==> src/rtl/axi_arb_ctrl_pkg.sv <==
// Shared definitions for the fetch/data AXI arbiter: FSM states and the fixed
// AXI attribute values driven on the master port.
package axi_arb_ctrl_pkg;

  // Transaction sequencer states. The read path is IDLE-AR-R-DONE and the
  // write path is IDLE-AW_W-B-DONE.
  typedef enum logic [2:0] {
    ST_IDLE = 3'd0,
    ST_AR   = 3'd1,
    ST_R    = 3'd2,
    ST_AW_W = 3'd3,
    ST_B    = 3'd4,
    ST_DONE = 3'd5
  } state_e;

  localparam int unsigned AXI_ID_W = 4;

  // Only single-beat INCR transactions are ever issued.
  localparam logic [7:0]          AXI_LEN_SINGLE = 8'd0;
  localparam logic [1:0]          AXI_BURST_INCR = 2'b01;
  localparam logic [2:0]          AXI_SIZE_WORD  = 3'd2;

  // Fixed transaction ids so a slave or monitor can tell the requesters apart.
  localparam logic [AXI_ID_W-1:0] AXI_ID_INST    = 4'd0;
  localparam logic [AXI_ID_W-1:0] AXI_ID_DATA    = 4'd1;

  // The requester size field already uses the AXI encoding; widen it to 3 bits.
  function automatic logic [2:0] axi_size_from_req(input logic [1:0] req_size);
    return {1'b0, req_size};
  endfunction

endpackage

==> src/rtl/axi_arb_ctrl.sv <==
// Arbiter that shares one AXI master port between instruction fetch and
// load/store traffic. One single-beat transaction is in flight at a time;
// every AXI address/data output comes from request registers captured at
// grant, so requester inputs may change freely once a request is granted.
module axi_arb_ctrl
  import axi_arb_ctrl_pkg::*;
#(
  parameter int unsigned ADDR_W = 32,
  parameter int unsigned DATA_W = 32
) (
  input  logic                  cpu_clk,
  input  logic                  cpu_rst,
  // instruction fetch requester
  input  logic                  inst_req,
  input  logic [ADDR_W-1:0]     inst_addr,
  output logic                  inst_data_ok,
  // load/store requester
  input  logic                  data_req,
  input  logic                  data_wr,
  input  logic [1:0]            data_size,
  input  logic [ADDR_W-1:0]     data_addr,
  input  logic [DATA_W/8-1:0]   data_wstrb,
  input  logic [DATA_W-1:0]     data_wdata,
  output logic                  data_data_ok,
  // shared read data and pipeline stalls
  output logic [DATA_W-1:0]     rdata_o,
  output logic                  i_stall,
  output logic                  d_stall,
  // AXI read address channel
  output logic [ADDR_W-1:0]     araddr,
  output logic [2:0]            arsize,
  output logic [AXI_ID_W-1:0]   arid,
  output logic [7:0]            arlen,
  output logic [1:0]            arburst,
  output logic                  arvalid,
  input  logic                  arready,
  // AXI read data channel
  input  logic [DATA_W-1:0]     rdata,
  input  logic                  rvalid,
  output logic                  rready,
  // AXI write address channel
  output logic [ADDR_W-1:0]     awaddr,
  output logic [2:0]            awsize,
  output logic [AXI_ID_W-1:0]   awid,
  output logic [7:0]            awlen,
  output logic [1:0]            awburst,
  output logic                  awvalid,
  input  logic                  awready,
  // AXI write data channel
  output logic [DATA_W-1:0]     wdata,
  output logic [DATA_W/8-1:0]   wstrb,
  output logic                  wvalid,
  input  logic                  wready,
  // AXI write response channel
  input  logic                  bvalid,
  output logic                  bready
);

  state_e                state_q,   state_d;
  logic                  owner_q,   owner_d;    // 1 = data requester owns the bus
  logic [ADDR_W-1:0]     addr_q,    addr_d;
  logic [2:0]            size_q,    size_d;
  logic [DATA_W-1:0]     wdata_q,   wdata_d;
  logic [DATA_W/8-1:0]   wstrb_q,   wstrb_d;
  logic                  aw_pend_q, aw_pend_d;  // AW handshake still outstanding
  logic                  w_pend_q,  w_pend_d;   // W handshake still outstanding
  logic [DATA_W-1:0]     rdata_q,   rdata_d;

  // State and request registers; reset abandons any transaction in flight.
  always_ff @(posedge cpu_clk) begin
    if (cpu_rst) begin
      state_q   <= ST_IDLE;
      owner_q   <= 1'b0;
      addr_q    <= '0;
      size_q    <= '0;
      wdata_q   <= '0;
      wstrb_q   <= '0;
      aw_pend_q <= 1'b0;
      w_pend_q  <= 1'b0;
      rdata_q   <= '0;
    end else begin
      state_q   <= state_d;
      owner_q   <= owner_d;
      addr_q    <= addr_d;
      size_q    <= size_d;
      wdata_q   <= wdata_d;
      wstrb_q   <= wstrb_d;
      aw_pend_q <= aw_pend_d;
      w_pend_q  <= w_pend_d;
      rdata_q   <= rdata_d;
    end
  end

  // Grant, channel handshakes and next-state sequencing.
  always_comb begin
    state_d   = state_q;
    owner_d   = owner_q;
    addr_d    = addr_q;
    size_d    = size_q;
    wdata_d   = wdata_q;
    wstrb_d   = wstrb_q;
    aw_pend_d = aw_pend_q;
    w_pend_d  = w_pend_q;
    rdata_d   = rdata_q;

    unique case (state_q)
      ST_IDLE: begin
        // Data access has priority when both requesters ask in the same cycle.
        if (data_req) begin
          owner_d   = 1'b1;
          addr_d    = data_addr;
          size_d    = axi_size_from_req(data_size);
          wdata_d   = data_wdata;
          wstrb_d   = data_wstrb;
          aw_pend_d = 1'b1;
          w_pend_d  = 1'b1;
          state_d   = data_wr ? ST_AW_W : ST_AR;
        end else if (inst_req) begin
          owner_d   = 1'b0;
          addr_d    = inst_addr;
          size_d    = AXI_SIZE_WORD;
          wstrb_d   = '0;
          state_d   = ST_AR;
        end
      end
      ST_AR: begin
        if (arready) state_d = ST_R;
      end
      ST_R: begin
        if (rvalid) begin
          rdata_d = rdata;
          state_d = ST_DONE;
        end
      end
      ST_AW_W: begin
        // AW and W complete independently, in either order or together.
        if (awready) aw_pend_d = 1'b0;
        if (wready)  w_pend_d  = 1'b0;
        if (!aw_pend_d && !w_pend_d) state_d = ST_B;
      end
      ST_B: begin
        if (bvalid) state_d = ST_DONE;
      end
      ST_DONE: begin
        state_d = ST_IDLE;
      end
      default: begin
        state_d = ST_IDLE;
      end
    endcase
  end

  // Channel controls decode the registered state, so they are glitch-free and
  // all low in IDLE.
  assign arvalid = (state_q == ST_AR);
  assign rready  = (state_q == ST_R);
  assign awvalid = (state_q == ST_AW_W) && aw_pend_q;
  assign wvalid  = (state_q == ST_AW_W) && w_pend_q;
  assign bready  = (state_q == ST_B);

  assign araddr  = addr_q;
  assign arsize  = size_q;
  assign arid    = owner_q ? AXI_ID_DATA : AXI_ID_INST;
  assign arlen   = AXI_LEN_SINGLE;
  assign arburst = AXI_BURST_INCR;

  assign awaddr  = addr_q;
  assign awsize  = size_q;
  assign awid    = AXI_ID_DATA;
  assign awlen   = AXI_LEN_SINGLE;
  assign awburst = AXI_BURST_INCR;
  assign wdata   = wdata_q;
  assign wstrb   = wstrb_q;

  assign inst_data_ok = (state_q == ST_DONE) && !owner_q;
  assign data_data_ok = (state_q == ST_DONE) &&  owner_q;
  assign rdata_o      = rdata_q;

  // A requester stalls from request until its completion pulse.
  assign i_stall = !cpu_rst && inst_req && !inst_data_ok;
  assign d_stall = !cpu_rst && data_req && !data_data_ok;

endmodule

==> config.mk <==
export PLATFORM = sky130hd
export DESIGN_NAME = axi_arb_ctrl
export DESIGN_NICKNAME = d
export VERILOG_FILES = /design/src/rtl/axi_arb_ctrl_pkg.sv /design/src/rtl/axi_arb_ctrl.sv
export SDC_FILE = /design/constraint.sdc
export NUM_CORES = 1
export LEC_CHECK = 0
export CAP_MARGIN = 20
export CORE_AREA = 2 2 124 126
export CTS_CLUSTER_SIZE = 8
export DETAILED_ROUTE_END_ITERATION = 16
export DIE_AREA = 0 0 126 128
export GPL_ROUTABILITY_DRIVEN = 0
export PLACE_DENSITY = 0.74
export RECOVER_POWER = 100
export SETUP_SLACK_MARGIN = 0.15
export SYNTH_ARGS = -nofsm -noshare
export SYNTH_HDL_FRONTEND = slang
export SYNTH_SLANG_ARGS = --single-unit
export TNS_END_PERCENT = 20
==> constraint.sdc <==
create_clock -name cpu_clk -period 4.3 [get_ports cpu_clk]
set_clock_uncertainty 0.05 [all_clocks]
set_input_delay 0.86 -clock cpu_clk [delete_from_list [all_inputs] [get_ports cpu_clk]]
set_output_delay 0.86 -clock cpu_clk [all_outputs]
set_load 0.05 [all_outputs]
==> results.py <==
metrics = {
    "outcome": {
        "status": "finished with violations",
        "violations": "capacitance limit, slew limit",
    },
    "clocking": {
        "cts_buffers": 9,
        "path_clk_slew_ns": 0.07,
        "cts_tree": "yes",
        "clk_path_buf_depth": 2,
        "htree_levels": 3,
        "hold_buffers": 0,
        "ctsResizeCount": 0,
        "cts.sinks": 108,
        "insertion_delay_ns": 0.34,
        "cts_root_buf": "clkbuf_16",
        "cts_setup_buffers": 0,
    },
    "layout": {
        "insertedDiodeCount": 0,
        "final_nets": 938,
        "fillCellCount": 1409,
        "drive_above_1_share_pct": 3.50,
        "final_util_pct": 51.5,
        "area_growth_pct": 61.6,
    },
    "timing": {
        "relSlewSlack_pct": -4.12,
        "min_period_over_period_pct": 78.0,
        "maxSlewViolCount": 23,
        "period_needed_ns": 3.35,
        "worst_pin_slew_ns": 1.56,
        "fmax_mhz": 298,
        "rsz0062_at_grt": "no",
        "setup_viol": 0,
        "final_hold_viol_count": 0,
        "fin_setup_tns_ns": 0,
    },
    "power_and_ir_drop": {
        "comb_power_share_pct": 49.9,
        "peakVddDrop_mv": 0.358,
        "switchingPower_mw": 2.03,
        "power.density_nw_per_um2": 574,
        "seq_power_share_pct": 29.8,
        "p_clk_share_pct": 20.4,
        "p_int_mw": 2.36,
        "p_sw_share_pct": 46.2,
        "p_total_mw": 4.39,
        "p_leak_nw": 3.27,
    },
    "global_routing": {
        "use_met1_pct": 20.6,
        "grt_start_max_net_pins": 107,
        "met3_usage_pct": 4.59,
        "busiest_layer": "met2",
        "antenna_found_initial": 0,
        "grt_overflow_total": 0,
        "grt_util_met2_pct": 28.4,
        "grt_pass1_wl_mm": 21.5,
        "grtUsageTotal_pct": 16.9,
        "grt_pass1_vias": 4006,
    },
    "synthesis": {
        "avgSynthCellArea_um2": 8.39,
        "seq_area_frac_synth_pct": 45.7,
        "synth-warning-count": 0,
        "synth_cell_types": 33,
        "synth_area_leaders": "dfxtp_1 46%, buf_4 11%, nand2_1 10%",
        "netlist_area_um2": 4730,
        "yosysTopAreaCell": "dfxtp_1",
        "synth_top_cell_area_share_pct": 45.7,
        "syn_inst": 564,
        "ys_seq_elements": 108,
    },
    "floorplanning": {
        "num_io_pins": 319,
        "rows": 45,
        "core_area_um2": 14900,
        "initial_utilization_pct": 31.9,
        "die_w_um": 126,
        "dieHeight_um": 128,
        "die_area_um2": 16100,
    },
    "worst_setup_path": {
        "r2r_slack_ns": 1.86,
        "critPathRequiredTime_ns": 3.39,
        "crit_path_end_kind": "output port",
        "crit_slowest_cell": "dlygate4sd3_1",
        "max_stage_delay_ns": 0.90,
        "critPathBufInv": 2,
        "crit_arrival_ns": 2.44,
        "crit_chain": "clkdlybuf4s50_1, nor3b_1, dlygate4sd3_1",
        "path_delay_family": "buffers and inverters",
        "setup.worst_path.class": "in -> out",
        "start_kind": "input pin",
        "critPathMaxFanout": 2,
    },
    "routing": {
        "wirelength_mm": 14.5,
        "ant_nets": 0,
        "routedWlPerCell_um": 14.7,
        "dr_total_vias": 4404,
        "drt-pass1-iter-count": 4,
        "viasPerCell": 4.46,
        "drtIter0Drc": 223,
        "drc": 0,
    },
    "worst_hold_path": {
        "min_path_type": "reg -> reg",
    },
    "place": {
        "hpwl_mm": 10.6,
        "io_buffers": 289,
    },
    "flow_run": {
        "maxCapViolations": 1,
    },
}
-- worst reg2reg max path: cells and delay by family (launching register included) --
| family | cells | cell delay (ns) |
|---|---|---|
| flops | 1 | 0.47 |
| compound gates | 1 | 0.17 |
| buf+inv | 1 | 1.04 |
| simple gates | 3 | 0.65 |
-- cell usage after synthesis (all sizes together) --
cell / number
o22a: 1
nor3: 2
nand3: 2
conb: 2
dfxtp: 108
a311oi: 2
nand2b: 5
nor3b: 3
nor4b: 1
nor2b: 2
nand2: 131
o21ai: 1
clkbuf: 15
and4b: 1
a21oi: 68
a211oi: 32
mux2i: 33
a211o: 1
a22oi: 5
and2: 2
nor4: 1
or4b: 1
and3: 2
or4: 1
a21o: 1
buf: 92
inv: 1
nor2: 48
-- cell families (layout without fill, tap and decap cells) --
group / Yosys count / after routing / synth area share, %
flops: 108 / 108 / 45.7
buf+inv: 108 / 316 / 15.3
mux: 33 / 33 / 6.98
simple gates: 202 / 202 / 17.8
compound gates: 111 / 111 / 14.1
other cells: 2 / 29 / 0.159
-- cells in the final DEF (no fill, tap or decap), types with 3 or more instances in the layout --
master	count
nor2_1	47
dlygate4sd3_1	148
nand2_1	131
a22oi_1	5
a211oi_1	32
a21oi_1	68
mux2i_1	33
nand2b_1	5
conb_1	29
clkdlybuf4s50_1	139
dfxtp_1	108
buf_4	6
clkbuf_16	9
nor3b_1	3
-- through the flow --
stage | cells | cell area (um^2) | worst slack [ns] | hold WS [ns]
after CTS | 985 | 7640 | 0.948 | 0.406
final | 987 | 7650 | 0.948 | 0.399
after floorplan | 591 | 4840 | 0.896 | 0.421
after global placement | 969 | 7310 | 1.03 | 0.391
after detailed placement | 969 | 7310 | 0.978 | 0.395
after global routing | 987 | 7650 | 0.740 | 0.418
-- power groups by stage --
stage	Combinational [mW]	Sequential [mW]	Clock, mW
3_3_place_gp	2.29	1.34	0
5_1_grt	2.31	1.34	0.974
6_report	2.19	1.31	0.894
4_1_cts	2.31	1.33	0.929
2_1_floorplan	1.14	1.90	0
3_5_place_dp	2.30	1.35	0
-- flip-flops by register name, indices dropped and copies added, names as in the netlist --
register	flops
wstrb	4
wdata	32
state_q	3
araddr	32
arsize	2
owner_q	1
aw_pend_q	1
rdata_o	32
w_pend_q	1
-- cell type report --
class | instances | area, um^2 | share of cell area [%]
clock buffers | 9 | 225 | 2.94
clock inverters | 7 | 98.8 | 1.29
inverters | 1 | 3.75 | 0.0491
multi-input cells | 375 | 1940 | 25.3
flip-flops and latches | 108 | 2160 | 28.3
well taps | 188 | 235 | 3.07
repair buffers | 299 | 2990 | 39.1
-- routing by layer --
metal	wire [um]	vias up
met5	0	-
met4	323	0
met3	969	22
met2	7180	177
met1	6000	1963
li1	-	2242
-- worst paths after layout --
path / from / to / cells past startpoint
worst max-delay path: inst_req / i_stall / 3
worst min-delay path: wdata[28] / wdata[28] / 2
worst max register to register: state_q[1] / rdata_o[29] / 5
worst min register to register: wdata[28] / wdata[28] / 2
Power figures use the tool's default switching activity.
